==> src/rtl/gpp_comm_buffer_pkg.sv <==
// Shared constants and helpers for the GPP <-> CP communication buffer.
//   DEFAULT_DEPTH / DEFAULT_WIDTH : default FIFO geometry
//   cnt_w(depth)                  : width of an occupancy counter holding 0..depth
package gpp_comm_buffer_pkg;

  localparam int unsigned DEFAULT_DEPTH = 8;
  localparam int unsigned DEFAULT_WIDTH = 16;

  function automatic int unsigned cnt_w(input int unsigned depth);
    return $clog2(depth) + 1;
  endfunction

endpackage

==> src/rtl/gpp_comm_buffer_fifo.sv <==
// comm_fifo: circular-buffer FIFO with first-word fall-through head output.
//   clk, rst    : clock, synchronous active-low reset (clears storage too)
//   push, din   : write request/data; dropped while full
//   pop         : read request; ignored while empty
//   dout        : storage word at the read pointer
//   count       : registered occupancy 0..DEPTH
//   full, empty : decoded from the registered count only
module comm_fifo
  import gpp_comm_buffer_pkg::*;
#(
  parameter int unsigned DEPTH = DEFAULT_DEPTH,
  parameter int unsigned WIDTH = DEFAULT_WIDTH
) (
  input  logic                      clk,
  input  logic                      rst,
  input  logic                      push,
  input  logic                      pop,
  input  logic [WIDTH-1:0]          din,
  output logic [WIDTH-1:0]          dout,
  output logic [cnt_w(DEPTH)-1:0]   count,
  output logic                      full,
  output logic                      empty
);

  localparam int unsigned AW = $clog2(DEPTH);
  localparam int unsigned CW = cnt_w(DEPTH);

  logic [WIDTH-1:0] mem [DEPTH];
  logic [AW-1:0]    rd_ptr;
  logic [AW-1:0]    wr_ptr;
  logic [CW-1:0]    cnt;
  logic             do_push;
  logic             do_pop;

  assign full    = (cnt == CW'(DEPTH));
  assign empty   = (cnt == '0);
  // Gating uses the pre-edge full/empty, so a push while full is dropped
  // even when a pop frees a slot in the same cycle.
  assign do_push = push && !full;
  assign do_pop  = pop && !empty;
  assign dout    = mem[rd_ptr];
  assign count   = cnt;

  // DEPTH is a power of two, so pointers wrap naturally.
  always_ff @(posedge clk) begin
    if (!rst) begin
      rd_ptr <= '0;
      wr_ptr <= '0;
      cnt    <= '0;
      for (int unsigned i = 0; i < DEPTH; i++) mem[i] <= '0;
    end else begin
      if (do_push) begin
        mem[wr_ptr] <= din;
        wr_ptr      <= wr_ptr + 1'b1;
      end
      if (do_pop) rd_ptr <= rd_ptr + 1'b1;
      case ({do_push, do_pop})
        2'b10:   cnt <= cnt + 1'b1;
        2'b01:   cnt <= cnt - 1'b1;
        default: cnt <= cnt;
      endcase
    end
  end

endmodule

==> src/rtl/gpp_comm_buffer.sv <==
// gpp_comm_buffer: two independent FIFOs between the GPP datapath and the CP.
//   TX path: gpp_tx_data/gpp_tx_write -> cp_tx_data/cp_tx_valid/cp_tx_ready
//            gpp_trf_cp = TX not full, tx_count = TX occupancy
//   RX path: cp_rx_data/cp_rx_valid/cp_rx_ready -> RAM_rx_data_out/gpp_rx_read
//            data_rx_flag = RX not empty, rx_count = RX occupancy
//   tx_overflow / rx_underflow: sticky error flags, cleared only by reset
//   rst: synchronous, active-low
module gpp_comm_buffer
  import gpp_comm_buffer_pkg::*;
#(
  parameter int unsigned DEPTH = DEFAULT_DEPTH,
  parameter int unsigned WIDTH = DEFAULT_WIDTH
) (
  input  logic                    clk,
  input  logic                    rst,
  input  logic [WIDTH-1:0]        gpp_tx_data,
  input  logic                    gpp_tx_write,
  output logic                    gpp_trf_cp,
  input  logic                    gpp_rx_read,
  output logic [WIDTH-1:0]        RAM_rx_data_out,
  output logic                    data_rx_flag,
  output logic [WIDTH-1:0]        cp_tx_data,
  output logic                    cp_tx_valid,
  input  logic                    cp_tx_ready,
  input  logic [WIDTH-1:0]        cp_rx_data,
  input  logic                    cp_rx_valid,
  output logic                    cp_rx_ready,
  output logic [cnt_w(DEPTH)-1:0] tx_count,
  output logic [cnt_w(DEPTH)-1:0] rx_count,
  output logic                    tx_overflow,
  output logic                    rx_underflow
);

  logic tx_full, tx_empty, rx_full, rx_empty;

  comm_fifo #(.DEPTH(DEPTH), .WIDTH(WIDTH)) u_tx_fifo (
    .clk   (clk),
    .rst   (rst),
    .push  (gpp_tx_write),
    .pop   (cp_tx_ready),
    .din   (gpp_tx_data),
    .dout  (cp_tx_data),
    .count (tx_count),
    .full  (tx_full),
    .empty (tx_empty)
  );

  comm_fifo #(.DEPTH(DEPTH), .WIDTH(WIDTH)) u_rx_fifo (
    .clk   (clk),
    .rst   (rst),
    .push  (cp_rx_valid),
    .pop   (gpp_rx_read),
    .din   (cp_rx_data),
    .dout  (RAM_rx_data_out),
    .count (rx_count),
    .full  (rx_full),
    .empty (rx_empty)
  );

  assign gpp_trf_cp   = !tx_full;
  assign cp_tx_valid  = !tx_empty;
  assign cp_rx_ready  = !rx_full;
  assign data_rx_flag = !rx_empty;

  always_ff @(posedge clk) begin
    if (!rst) begin
      tx_overflow  <= 1'b0;
      rx_underflow <= 1'b0;
    end else begin
      if (gpp_tx_write && tx_full) tx_overflow  <= 1'b1;
      if (gpp_rx_read && rx_empty) rx_underflow <= 1'b1;
    end
  end

endmodule

==> config.mk <==
export PLATFORM = sky130hd
export DESIGN_NAME = gpp_comm_buffer
export DESIGN_NICKNAME = d
export VERILOG_FILES = /design/src/rtl/gpp_comm_buffer_pkg.sv /design/src/rtl/gpp_comm_buffer_fifo.sv /design/src/rtl/gpp_comm_buffer.sv
export SDC_FILE = /design/constraint.sdc
export NUM_CORES = 1
export LEC_CHECK = 0
export ABC_AREA = 1
export CORE_UTILIZATION = 50
export DETAILED_ROUTE_END_ITERATION = 8
export PLACE_DENSITY_LB_ADDON = 0.08
export SETUP_SLACK_MARGIN = 0.02
export SLEW_MARGIN = 20
export SYNTH_ARGS = -nofsm -noshare
export SYNTH_HDL_FRONTEND = slang
export SYNTH_SLANG_ARGS = --single-unit
==> constraint.sdc <==
create_clock -name clk -period 5.3 [get_ports clk]
set_clock_uncertainty 0.2 [all_clocks]
set_input_delay 1.06 -clock clk [delete_from_list [all_inputs] [get_ports clk]]
set_output_delay 1.06 -clock clk [all_outputs]
set_load 0.01 [all_outputs]
==> results of run 1 <==
==> stage by stage <==
| step | cell area, um^2 | std cells | hold slack, ns | total power, mW |
|---|---|---|---|---|
| 2_1_floorplan | 12600 | 1239 | 0.248 | 3.89 |
| 3_3_place_gp | 13600 | 1589 | 0.247 | 4.58 |
| 3_5_place_dp | 13600 | 1589 | 0.252 | 4.60 |
| 4_1_cts | 14600 | 1642 | 0.263 | 6.67 |
| 5_1_grt | 14600 | 1642 | 0.281 | 6.97 |
| 6_report | 14600 | 1642 | 0.254 | 6.64 |
==> where the power goes <==
group,internal (mW),switching [mW]
clock network,1.25,0.831
logic,0.709,1.02
registers,2.65,0.183
==> tightest hold or removal path, stage by stage (launching register included) <==
cell and delay [ns]:
dfxtp_1 0.31, inv_1 0.05, a21oi_1 0.05
==> layer usage <==
layer	part of all wire, %	wire length (um)	vias to the layer above	global-route usage (%)
met3	7.6	2230	37	3.85
met2	45	13300	297	35.9
met1	45	13300	4263	33.3
met5	0	0	-	0
met4	1.5	447	0	5.06
li1	-	-	4284	-
==> registers in the layout, indices dropped and copies added (netlist names), named ones only <==
name / cells
u_tx_fifo.rd_ptr: 3
u_rx_fifo.mem: 128
u_tx_fifo.wr_ptr: 3
rx_underflow: 1
u_rx_fifo.count: 4
tx_overflow: 1
u_rx_fifo.rd_ptr: 3
u_rx_fifo.wr_ptr: 3
u_tx_fifo.count: 4
u_tx_fifo.mem: 128
==> final cells by class <==
class / count / area [um^2] / area share, %
flip-flops and latches: 284 / 8260 / 56.6
multi-input cells: 822 / 3800 / 26.1
repair buffers: 90 / 883 / 6.06
clock buffers: 37 / 798 / 5.48
well taps: 324 / 405 / 2.78
inverters: 69 / 259 / 1.78
clock inverters: 16 / 174 / 1.19
==> cell usage after synthesis, drive strengths merged <==
cell type	n
xnor2	4
o22ai	32
edfxtp	256
ha	10
or2	2
a21oi	16
o21ai	144
mux2i	32
nor3b	2
clkbuf	28
buf	36
inv	69
nor3	4
nor2	408
xor2	2
nand4	2
and3	2
dfxtp	28
nand2	150
nand3	12
==> worst min-delay path by stage <==
stage,slack [ns],end,start
6_report,0.25,rx_underflow,rx_underflow
3_5_place_dp,0.25,rx_underflow,rx_underflow
2_1_floorplan,0.25,flip-flop,u_tx_fifo.rd_ptr[0]
4_1_cts,0.26,rx_underflow,rx_underflow
3_3_place_gp,0.25,rx_underflow,rx_underflow
5_1_grt,0.28,rx_underflow,rx_underflow
==> kinds of logic (layout without fill, tap and decap cells) <==
logic type,count (synthesis),after routing
adders and majority gates,10,10
muxes,32,32
buffers and inverters,133,212
AOI/OAI and AO/OA,192,192
xor gates and xnor gates,6,6
and+or+nand+nor,582,582
DFF,284,284
==> qor.csv, run 1 <==
stage,metric,value,unit
finish,share of cells above drive strength 1,5.31,%
timing,Slew @ Worst Pin,0.952,ns
floorplanning,Die Span Y,161,um
setup_path,Critical Path AT,2.90,ns
setup_path,CP max stage delay,0.95,ns
cts,worst-skew pair later-pin latency,0.54,ns
yosys,post-synthesis xor/xnor area fraction,0.417,%
grt,initial antenna violation count,0,
yosys,largest family of logic cells by synthesized area,simple AND/OR/NAND/NOR gates,
grt,first-pass GRT wire length,45900,um
finish,fillers,2127,
cts,CTS tree,yes,
finish,"most common cell after layout, fill and taps aside",nor2_1,
cts,post-CTS resize count,0,
yosys,Netlist cell types,29,
detailed_routing,Via-to-Cell Ratio,5.41,
timing,Setup WS post-layout,1.14,ns
timing,RSZ-0062 raised after global routing,no,
grt,Overflow after GRT,0,
timing,setup tns final,0,ns
setup_path,slowest CP cell,dfxtp_2,
detailed_routing,DR vias,8881,
yosys,Synth Warn #,0,
grt,vias in the first global route,8568,
setup_path,worst r2r dst,u_tx_fifo.mem[1][9],
setup_path,Critical path buffers and inverters,2,
place,post-DP HPWL,18500,um
detailed_routing,DRC,0,
cts,Num CTS Buffers,30,
floorplanning,core area,24500,um^2
yosys,mux cell area share after synthesis,2.54,%
timing,Slew Limit Fails,0,
yosys,Seq cells post-synth,284,
floorplanning,initial core utilization,51.4,%
place,Final GP Congestion,0.811,
run,max-capacitance violation count,0,
floorplanning,Die X,161,um
yosys,Yosys top cell area share,61.0,%
timing,minimum clock period,4.16,ns
hold_path,worst hold path depth,2,
cts,clk slew on worst S/H paths,0.06,ns
setup_path,R2R setup slack,2.47,ns
floorplanning,IO Count,84,
yosys,Syn Area/Cell,10.2,um^2
timing,endpoints failing hold,0,
setup_path,Crit path depth,7,
finish,antenna cells,0,
setup_path,Worst path top cell family by delay,flip-flops,
power,Leak,5.81,nW
setup_path,CP max FO,53,
finish,Final #Nets,1345,
cts,CTS Root Cell,clkbuf_16,
floorplanning,die footprint,25900,um^2
cts,number of hold-repair buffers added at the cts stage,0,
hold_path,Hold Crit Class,reg -> reg,
yosys,Synth Cell Area,12600,um^2
timing,Slew headroom,36.5,%
finish,area grow syn2layout,15.6,%
detailed_routing,First DRT Iteration DRCs,997,
timing,Peak Freq,0.240,GHz
yosys,Post-Syn Instances,1239,
finish,final core occ,59.4,%
setup_path,R2R Path Start,u_tx_fifo.count[1],
yosys,post-synth net total,1287,
detailed_routing,Total Routed Length,29300,um
timing,Tcrit/Tclk final,78.6,%
detailed_routing,Pre-Repair DR Iteration Count,5,
cts,setup bufs post-CTS,0,
floorplanning,row count,57,
cts,Sink Count,284,
power,Power Density,456,nW/um^2
place,pre-CTS WS,1.30,ns
setup_path,critical-path cell list,buf_4 -> nor2_1 -> o21ai_0 -> o21ai_0 -> nand2_1 -> nand2_1 -> clkdlybuf4s50_1,
finish,most frequent cells in the layout,"405 x nor2_1, 256 x edfxtp_1, 140 x nand2_1",
yosys,adder-cell share of the synthesized area,0.992,%
yosys,synth top area cells,"edfxtp_1 61%, nor2_1 12%, o21ai_0 5.3%, dfxtp_1 4.4%, nand2_1 4.2%",
grt,total track usage,22.8,%
setup_path,CP required,4.04,ns
yosys,simple-gate area share of the yosys netlist,18.3,%
setup_path,Worst R2R Path Depth,6,
timing,final setup fails,0,
cts,htree depth,1,
detailed_routing,WL/cell,17.8,um
cts,CTS max path bufs,3,
yosys,Synth Area in Compound Gates,7.94,%
setup_path,critical path endpoint category,output pin,
grt,pin count of the biggest net entering global routing,65,
setup_path,Startpoint Class,flip-flop,
power,maximum vdd drop,0.301,mV
detailed_routing,Detail Route Antenna Nets,0,
yosys,cell taking the most area after synthesis,edfxtp_1,
outcome,status,"finished, final reports clean",
yosys,post-synthesis sequential area ratio,65.4,%
setup_path,critical path class,reg -> out,
setup_path,Worst setup endpoint,cp_tx_data[11],
place,I/O Buffers,83,
(Power assumes the default switching activity.)
==> run 2: changes to the inputs <==
==> constraint.sdc (replaced) <==
create_clock -name clk -period 3.66 [get_ports clk]
set_clock_uncertainty 0.2 [all_clocks]
set_input_delay 0.732 -clock clk [delete_from_list [all_inputs] [get_ports clk]]
set_output_delay 0.732 -clock clk [all_outputs]
set_load 0.01 [all_outputs]
==> run 2 against run 1 <==
- combinational power is 50% higher
- non-clock buffer count grew 39
- utilization grew 1.2 points
- largest cell class unchanged
- register-to-register slack worse by 1.1 ns
- cell count is 2.6% higher
- cell area grew 2.1%
- wire length is 0.37% higher
- flip-flop and latch count unchanged
- critical path depth is 1 lower
==> qor.csv, run 2 (same netlist as run 1, synthesis figures left out) <==
stage,metric,value,unit,change
outcome,status,"finished, final reports clean",,unchanged
floorplanning,IO Count,84,,unchanged
timing,RSZ-0062 raised after global routing,yes,,was no
floorplanning,Die X,161,um,unchanged
cts,worst-skew pair later-pin latency,0.55,ns,was 0.54 ns
setup_path,R2R setup slack,1.33,ns,was 2.47 ns
cts,CTS Root Cell,clkbuf_16,,unchanged
timing,minimum clock period,3.47,ns,
setup_path,Startpoint Class,flip-flop,,unchanged
run,max-capacitance violation count,0,,unchanged
cts,Num CTS Buffers,31,,was 30
setup_path,worst r2r dst,u_tx_fifo.count[2],,was u_tx_fifo.mem[1][9]
place,instance area at placement,14000,um^2,was 13600 um^2
floorplanning,core area,24500,um^2,unchanged
timing,setup tns final,0,ns,unchanged
finish,Final #Nets,1385,,was 1345
detailed_routing,Via-to-Cell Ratio,5.31,,was 5.41
grt,Overflow after GRT,0,,unchanged
grt,first-pass GRT wire length,46600,um,was 45900 um
cts,CTS tree,yes,,unchanged
detailed_routing,DR vias,8942,,was 8881
place,Final GP Congestion,0.788,,was 0.811
floorplanning,initial core utilization,51.4,%,unchanged
cts,setup bufs post-CTS,0,,unchanged
grt,total track usage,23.1,%,was 22.8%
timing,Peak Freq,0.288,GHz,
place,post-DP HPWL,18600,um,was 18500 um
cts,htree depth,1,,unchanged
cts,Sink Count,284,,unchanged
detailed_routing,DRC,0,,unchanged
detailed_routing,First DRT Iteration DRCs,901,,was 997
power,Leak,5.98,nW,was 5.81 nW
power,maximum vdd drop,0.367,mV,was 0.301 mV
setup_path,Worst R2R Path Depth,13,,was 6
finish,antenna cells,0,,unchanged
floorplanning,die footprint,25900,um^2,unchanged
place,I/O Buffers,83,,unchanged
detailed_routing,Pre-Repair DR Iteration Count,5,,unchanged
finish,Multi-input gate area,3800,um^2,unchanged
cts,clk slew on worst S/H paths,0.06,ns,about the same
cts,CTS max path bufs,3,,unchanged
power,Power Density,638,nW/um^2,was 456 nW/um^2
grt,pin count of the biggest net entering global routing,38,,was 65
finish,biggest regs,"u_rx_fifo.mem: 128 flops, u_tx_fifo.mem: 128 flops",,unchanged
detailed_routing,Total Routed Length,29400,um,was 29300 um
cts,number of hold-repair buffers added at the cts stage,0,,unchanged
floorplanning,row count,57,,unchanged
setup_path,critical path endpoint category,output pin,,unchanged
timing,Slew Limit Fails,0,,unchanged
finish,design area,14900,um^2,was 14600 um^2
detailed_routing,Detail Route Antenna Nets,0,,unchanged
timing,endpoints failing hold,0,,unchanged
finish,"most common cell after layout, fill and taps aside",nor2_1,,unchanged
finish,share of cells above drive strength 1,7.87,%,was 5.31%
timing,Tcrit/Tclk final,94.8,%,
timing,final setup fails,0,,unchanged
setup_path,Worst setup endpoint,cp_tx_data[2],,was cp_tx_data[11]
setup_path,CP max FO,37,,was 53
setup_path,Critical Path AT,2.54,ns,was 2.90 ns
finish,area grow syn2layout,18.0,%,was 15.6%
setup_path,CP required,2.73,ns,was 4.04 ns
grt,initial antenna violation count,0,,unchanged
setup_path,critical path class,reg -> out,,unchanged
finish,Reg area,8260,um^2,about the same
timing,Setup WS post-layout,0.190,ns,was 1.14 ns
hold_path,Hold Crit Class,reg -> reg,,unchanged
grt,vias in the first global route,8686,,was 8568
finish,final core occ,60.6,%,was 59.4%
finish,most frequent cells in the layout,"405 x nor2_1, 256 x edfxtp_1, 140 x nand2_1",,unchanged
finish,fillers,2086,,was 2127
floorplanning,Die Span Y,161,um,unchanged
timing,Slew @ Worst Pin,0.805,ns,was 0.952 ns
setup_path,R2R Path Start,u_tx_fifo.count[0],,was u_tx_fifo.count[1]
detailed_routing,WL/cell,17.4,um,was 17.8 um
hold_path,worst hold path depth,2,,unchanged
place,pre-CTS WS,0.534,ns,was 1.30 ns
timing,worst hold slack,0.251,ns,was 0.254 ns
timing,Slew headroom,46.3,%,was 36.5%
==> run 2: cell count changes in the layout (fill, tap and decap cells not counted), sizes merged <==
cell	change
clkbuf	+2
buf	+39
bufinv	-3
clkinv	+4
==> run 2: area by class of cell <==
| cell class | count | share of cell area, % |
|---|---|---|
| Clock buffer | 39 | 5.42 |
| Clock inverter | 17 | 0.673 |
| Inverter | 69 | 1.74 |
| Multi-Input combinational cell | 822 | 25.6 |
| Sequential cell | 284 | 55.5 |
| Tap cell | 324 | 2.73 |
| Timing Repair Buffer | 129 | 8.38 |
==> run 2: metrics by stage <==
stage          total power, mW  instances
6_report                  9.48       1684
5_1_grt                   9.99       1684
4_1_cts                   9.54       1684
3_5_place_dp              6.71       1628
3_3_place_gp              6.69       1628
2_1_floorplan             5.64       1239
==> run 2: power by group <==
| part | switching (mW) | internal [mW] | leakage [nW] |
|---|---|---|---|
| clock | 1.21 | 1.61 | 0.441 |
| combinational | 1.48 | 1.11 | 2.66 |
| sequential | 0.238 | 3.83 | 2.88 |
| total | 2.93 | 6.55 | 5.98 |
==> run 2: worst min path at each step <==
stage | endpoint | slack [ns] | start
2_1_floorplan | flip-flop | 0.25 | u_tx_fifo.rd_ptr[0]
3_3_place_gp | rx_underflow | 0.25 | rx_underflow
3_5_place_dp | tx_overflow | 0.25 | tx_overflow
4_1_cts | tx_overflow | 0.26 | tx_overflow
5_1_grt | rx_underflow | 0.28 | rx_underflow
6_report | tx_overflow | 0.25 | tx_overflow
==> run 2: layer usage <==
layer | global-route usage [%] | up-vias | wire (um)
met5 | 0 | - | 0
met4 | 5.66 | 0 | 401
met3 | 2.82 | 27 | 1800
met2 | 36.3 | 241 | 13500
met1 | 34.3 | 4295 | 13700
li1 | - | 4379 | -
==> run 2: timing repair <==
item	4_1_cts	5_1_grt
gates resized for setup	1	4
setup endpoints to repair	2	8
gates cloned	0	0
hold endpoints to repair	0	0
==> run 2: critical path, stage by stage (launching register included) <==
cell and delay (ns):
dfxtp_2 0.52, buf_8 0.32, o21ai_0 0.16, o21ai_0 0.27
nand2_1 0.08, nand2_1 0.09, clkdlybuf4s50_1 0.54
